<file path="config.mk">
export PLATFORM = sky130hd
export DESIGN_NAME = pulse_sched
export DESIGN_NICKNAME = d
export VERILOG_FILES = /design/src/rtl/pulse_sched_pkg.sv /design/src/rtl/pulse_sched_rr_arbiter.sv /design/src/rtl/pulse_sched.sv
export SDC_FILE = /design/constraint.sdc
export NUM_CORES = 1
export LEC_CHECK = 0
export ABC_CLOCK_PERIOD_IN_PS = 4950
export BUFFER_PORTS_ARGS = -buffer_cell sky130_fd_sc_hd__clkbuf_2
export CORE_MARGIN = 2
export CORE_UTILIZATION = 60
export CTS_CLUSTER_DIAMETER = 120
export DETAILED_ROUTE_END_ITERATION = 7
export GPL_TIMING_DRIVEN = 0
export PLACE_DENSITY = 0.88
export SYNTH_ARGS = -nofsm -noshare
export SYNTH_HDL_FRONTEND = slang
export SYNTH_HIERARCHICAL = 1
export SYNTH_SLANG_ARGS = --single-unit
</file>
<file path="constraint.sdc">
create_clock -name clk -period 4.95 [get_ports clk]
set_input_delay 0.99 -clock clk [delete_from_list [all_inputs] [get_ports clk]]
set_output_delay 0.99 -clock clk [all_outputs]
set_load 0.02 [all_outputs]
</file>
<file path="src/rtl/pulse_sched_pkg.sv">
`default_nettype none
// ============================================================================
// Module   : pulse_sched_pkg
// Purpose  : Shared types and parameter defaults for the pulse scheduler.
//            Holds the FSM state encoding and the default widths used by
//            pulse_sched and rr_arbiter.
// Revision : 1.0 - initial release
// ============================================================================
package pulse_sched_pkg;

  localparam int DEF_NUM_CH = 4;
  localparam int DEF_CNT_W  = 8;
  localparam int DEF_LEN_W  = 4;

  typedef enum logic [1:0] {
    ST_IDLE = 2'd0,
    ST_LOAD = 2'd1,
    ST_RUN  = 2'd2,
    ST_DONE = 2'd3
  } state_t;

endpackage : pulse_sched_pkg
`default_nettype wire

</file>
<file path="src/rtl/pulse_sched_rr_arbiter.sv">
`default_nettype none
// ============================================================================
// Module   : rr_arbiter
// Purpose  : Combinational round-robin selector. The search starts at the
//            channel after i_ptr and wraps from NUM_CH-1 back to 0.
// Ports    : i_req   - request vector, one bit per channel
//            i_ptr   - index of the most recently granted channel
//            o_grant - one-hot winner (zero when no request)
//            o_idx   - index of the winner
//            o_valid - at least one request present
// Revision : 1.0 - initial release
// ============================================================================
module rr_arbiter
  import pulse_sched_pkg::*;
#(
  parameter int NUM_CH = DEF_NUM_CH
) (
  input  logic [NUM_CH-1:0]         i_req,
  input  logic [$clog2(NUM_CH)-1:0] i_ptr,
  output logic [NUM_CH-1:0]         o_grant,
  output logic [$clog2(NUM_CH)-1:0] o_idx,
  output logic                      o_valid
);

  localparam int IDX_W = $clog2(NUM_CH);

  logic [IDX_W-1:0] w_cand;

  // Walk the channels in priority order ptr+1 .. ptr+NUM_CH (mod NUM_CH);
  // the first requester found wins.
  always_comb begin
    o_grant = '0;
    o_idx   = '0;
    o_valid = 1'b0;
    w_cand  = '0;
    for (int i = 1; i <= NUM_CH; i++) begin
      w_cand = IDX_W'((int'(i_ptr) + i) % NUM_CH);
      if (!o_valid && i_req[w_cand]) begin
        o_valid         = 1'b1;
        o_idx           = w_cand;
        o_grant[w_cand] = 1'b1;
      end
    end
  end

endmodule : rr_arbiter
`default_nettype wire

</file>
<file path="src/rtl/pulse_sched.sv">
`default_nettype none
// ============================================================================
// Module   : pulse_sched
// Purpose  : Shared pulse timer. Channels request bursts; a round-robin
//            arbiter picks an owner, whose interval and burst length are
//            latched. The timer then emits burst_len one-cycle pulses spaced
//            'interval' cycles apart and signals completion with done.
// Ports    : clk, reset_n (async, active-low)
//            req[NUM_CH]       - level burst requests
//            interval[CNT_W]   - cycles between pulses (0 treated as 1)
//            burst_len[LEN_W]  - pulses per burst
//            hold              - freezes the interval counter
//            abort             - cancels the active burst
//            grant[NUM_CH]     - one-hot timer owner, zero when idle
//            busy              - FSM not in IDLE
//            pulse_out         - registered one-cycle pulse
//            done, done_ch     - burst completion pulse and owner index
// Revision : 1.0 - initial release
// ============================================================================
module pulse_sched
  import pulse_sched_pkg::*;
#(
  parameter int NUM_CH = DEF_NUM_CH,
  parameter int CNT_W  = DEF_CNT_W,
  parameter int LEN_W  = DEF_LEN_W
) (
  input  logic                      clk,
  input  logic                      reset_n,
  input  logic [NUM_CH-1:0]         req,
  input  logic [CNT_W-1:0]          interval,
  input  logic [LEN_W-1:0]          burst_len,
  input  logic                      hold,
  input  logic                      abort,
  output logic [NUM_CH-1:0]         grant,
  output logic                      busy,
  output logic                      pulse_out,
  output logic                      done,
  output logic [$clog2(NUM_CH)-1:0] done_ch
);

  localparam int IDX_W = $clog2(NUM_CH);

  state_t            r_state;
  logic [NUM_CH-1:0] r_grant;
  logic [IDX_W-1:0]  r_ptr;       // last granted channel, also the owner
  logic [CNT_W-1:0]  r_interval;
  logic [CNT_W-1:0]  r_cnt;
  logic [LEN_W-1:0]  r_len;
  logic [LEN_W-1:0]  r_rem;
  logic              r_pulse;
  logic              r_done;
  logic [IDX_W-1:0]  r_done_ch;

  logic [NUM_CH-1:0] w_arb_grant;
  logic [IDX_W-1:0]  w_arb_idx;
  logic              w_arb_valid;
  logic [CNT_W-1:0]  w_cnt_last;

  rr_arbiter #(
    .NUM_CH (NUM_CH)
  ) u_arb (
    .i_req   (req),
    .i_ptr   (r_ptr),
    .o_grant (w_arb_grant),
    .o_idx   (w_arb_idx),
    .o_valid (w_arb_valid)
  );

  // Terminal count of the interval counter; r_interval is never 0.
  assign w_cnt_last = r_interval - CNT_W'(1);

  always_ff @(posedge clk or negedge reset_n) begin
    if (!reset_n) begin
      r_state    <= ST_IDLE;
      r_grant    <= '0;
      r_ptr      <= IDX_W'(NUM_CH - 1);
      r_interval <= '0;
      r_cnt      <= '0;
      r_len      <= '0;
      r_rem      <= '0;
      r_pulse    <= 1'b0;
      r_done     <= 1'b0;
      r_done_ch  <= '0;
    end else begin
      r_pulse <= 1'b0;
      r_done  <= 1'b0;
      // Abort outranks hold and terminal count in every non-idle state.
      if (abort && (r_state != ST_IDLE)) begin
        r_state <= ST_IDLE;
        r_grant <= '0;
        r_cnt   <= '0;
        r_rem   <= '0;
      end else begin
        case (r_state)
          ST_IDLE: begin
            if (w_arb_valid) begin
              r_state    <= ST_LOAD;
              r_grant    <= w_arb_grant;
              r_ptr      <= w_arb_idx;
              r_interval <= (interval == '0) ? CNT_W'(1) : interval;
              r_len      <= burst_len;
            end
          end
          ST_LOAD: begin
            r_cnt   <= '0;
            r_rem   <= r_len;
            r_state <= (r_len == '0) ? ST_DONE : ST_RUN;
          end
          ST_RUN: begin
            if (!hold) begin
              if (r_cnt == w_cnt_last) begin
                r_pulse <= 1'b1;
                r_cnt   <= '0;
                r_rem   <= r_rem - LEN_W'(1);
                if (r_rem == LEN_W'(1)) begin
                  r_state <= ST_DONE;
                end
              end else begin
                r_cnt <= r_cnt + CNT_W'(1);
              end
            end
          end
          ST_DONE: begin
            r_done    <= 1'b1;
            r_done_ch <= r_ptr;
            r_grant   <= '0;
            r_state   <= ST_IDLE;
          end
          default: begin
            r_state <= ST_IDLE;
            r_grant <= '0;
          end
        endcase
      end
    end
  end

  assign grant     = r_grant;
  assign busy      = (r_state != ST_IDLE);
  assign pulse_out = r_pulse;
  assign done      = r_done;
  assign done_ch   = r_done_ch;

endmodule : pulse_sched
`default_nettype wire

</file>
==> impl_metrics.ini <==
[synth]
synth.avg_cell_area_um2 = 9.33
synth-seq-cells = 36
syn_inst = 273
ys_seq_area_share_pct = 35.5
synth_area_um2 = 2550
synth_edf_count = 0
synth-warning-count = 6
ys.flop_type = dfrtp_1
synth_cell_types = 54
async_flop_share_pct = 100
synth_nets = 309

[timing]
setup_violations = 0
fin_tns_setup_ps = 0
worst_pin_slew_ps = 895
holdWs_ps = 520
fmax_ghz = 0.368
grt_setup_unrepaired = false
fin_crit_ps = 2720
slew_violations = 0
clock_skew_ps = 1.87
post-route-period-util_pct = 54.9
maxSlewHeadroom_pct = 40.4
final-hold-violation-count = 0

[global_route]
grt_start_max_net_pins = 37
grt_use_met2_pct = 39.9
grt_usage_pct = 24.2
grt_pass1_vias = 2071
grt.met3_usage_pct = 5.26
busiest_layer = met2
use_met1_pct = 31.0
antenna_found_initial = 0
grt-ovfl-total = 0
grt_first_pass_wirelength_um = 9420

[cts]
cts_tree = built
cts_buffers = 5
post_cts_buffers = 0
ctsHoldBuffers = 0
clkTransAtPathRegs_ps = 80
postCtsResizedCells = 0
insertion_delay_ps = 290
cts_sinks = 36
htreeDepth = 2
clk_path_buf_depth = 2
root_buffer = clkbuf_8

[setup_path]
cp_max_fo = 10
crit_arrival_ps = 2890
startpoint_type = register
cp_slowest_cell = a221oi_1
worstPathCellList = inv_1 -> ha_1 -> clkbuf_1 -> mux2i_1 -> a221oi_1 -> clkbuf_1 -> a21oi_1 -> mux2i_1
crit_buf_inv = 3
required_ps = 5120
end_kind = register
cp-startpoint = r_state[0]
worstSetupPathType = reg -> reg
slowest_delay_ps = 710
cp_top_family = buffers and inverters
r2r_start = r_state[0]
rrSetupSlack_ps = 2230

[floorplanning]
die-area_um2 = 4780
core_um2 = 4030
num_rows = 23
die_h_um = 69.1
dieWidth_um = 69.1
pin_count = 29
start_util_pct = 63.2

[drt]
drt_iter0_markers = 180
drc_errors = 0
vias = 2187
routed_wl_um = 5520
drtAntennaViolNets = 0
firstDrtPassIters = 4
routed_via_density = 6.13
drt-wirelength-per-cell_um = 15.5

[hold_path]
hold_path.class = reg -> reg
min-delay-start = done_ch[1]

[finish]
final_core_util_pct = 70.7
mostFrequentLayoutCells = 34 x nand2_1, 34 x dfrtp_1, 26 x clkbuf_2
drive_gt1_share_pct = 22.1
fin_nets = 342
antenna_cells = 0
area_delta_synth_final_pct = 11.9
final_area_um2 = 2850
final_cells = 357

[placed_design]
dpl.hpwl_um = 4030
placed_cell_area_um2 = 2740
numPortBuffers = 26
gp_congestion = 0.833
dp.cells = 349

[power]
peakVddDrop_mv = 0.420
p_leak_nw = 1.28
power_density_nw_per_um2 = 626

[outcome]
run_status = finished, final reports clean

[job]
drv_cap = 0
routing by layer:
layer,vias to the layer above,part of all wire [%]
met2,65,49
met4,0,2.0
li1,1058,-
met1,1052,43
met3,12,5.2
met5,-,0
final timing paths:
| path | endpoint | cells past startpoint |
|---|---|---|
| worst min-delay path | done_ch[1] | 1 |
| max in group asynchronous | r_interval[6] | 1 |
| min in group asynchronous | r_rem[3] | 1 |
| worst max register to register | r_rem[1] | 8 |
| worst max-delay path | r_rem[1] | 8 |
| worst min register to register | done_ch[1] | 1 |
state kept, by name, indices dropped and copies added, names as in the netlist:
name        cells
r_cnt           8
r_state         2
done            1
done_ch         2
grant           4
r_interval      8
r_rem           4
r_len           4
r_ptr           2
pulse_out       1
cell families after synthesis:
family / synth area share (%)
AO/OA/AOI/OAI: 19.2
XOR/XNOR: 2.75
adder cells (fa/ha/maj): 7.86
buffers and inverters: 5.70
flip-flops: 35.5
multiplexers: 10.8
AND/OR/NAND/NOR: 18.3
stage by stage:
| step | worst slack (ps) | total power, mW |
|---|---|---|
| 2_1_floorplan | 2560 | 1.29 |
| 3_3_place_gp | 2330 | 1.46 |
| 3_5_place_dp | 2300 | 1.51 |
| 4_1_cts | 2290 | 1.77 |
| 5_1_grt | 2040 | 1.91 |
| 6_report | 2230 | 1.78 |
where the power goes:
group          switching [mW]  internal (mW)  total [mW]  leakage, nW
Sequential              0.135          0.410       0.545        0.454
Clock                   0.114          0.149       0.263       0.0541
Combinational           0.538          0.438       0.975        0.774
area by class of cell:
cell class                 instances  area, µm²
buffer                            10       66.3
clock buffer                       5       68.8
clock inverter                     3       42.5
fill                             318       1180
inverter                          21       78.8
multi-input combinational        206       1500
sequential                        36        903
tap                               50       62.6
timing repair buffer              26        130
cells in the mapped netlist (3+ instances only):
library cell	instances	area, µm²
or3_1	4	25.0
nor2_1	13	48.8
a21boi_0	3	22.5
o21ai_0	11	55.1
o22ai_1	4	25.0
nand3_1	9	45.0
a21oi_1	8	40.0
o311ai_0	4	35.0
nor4_1	4	25.0
mux2i_1	6	60.1
buf_6	3	33.8
dfrtp_1	34	851
nor3_1	7	35.0
a31oi_1	5	31.3
clkbuf_1	4	15.0
ha_1	16	200
a221o_1	5	50.1
mux2_2	15	169
nor2b_1	5	31.3
nand2b_1	3	18.8
nand2_1	34	128
xnor2_1	6	52.6
inv_1	20	75.1
a22oi_1	4	30.0
o21ai_1	5	25.0
Note: power is estimated with default switching activity, not from simulation.
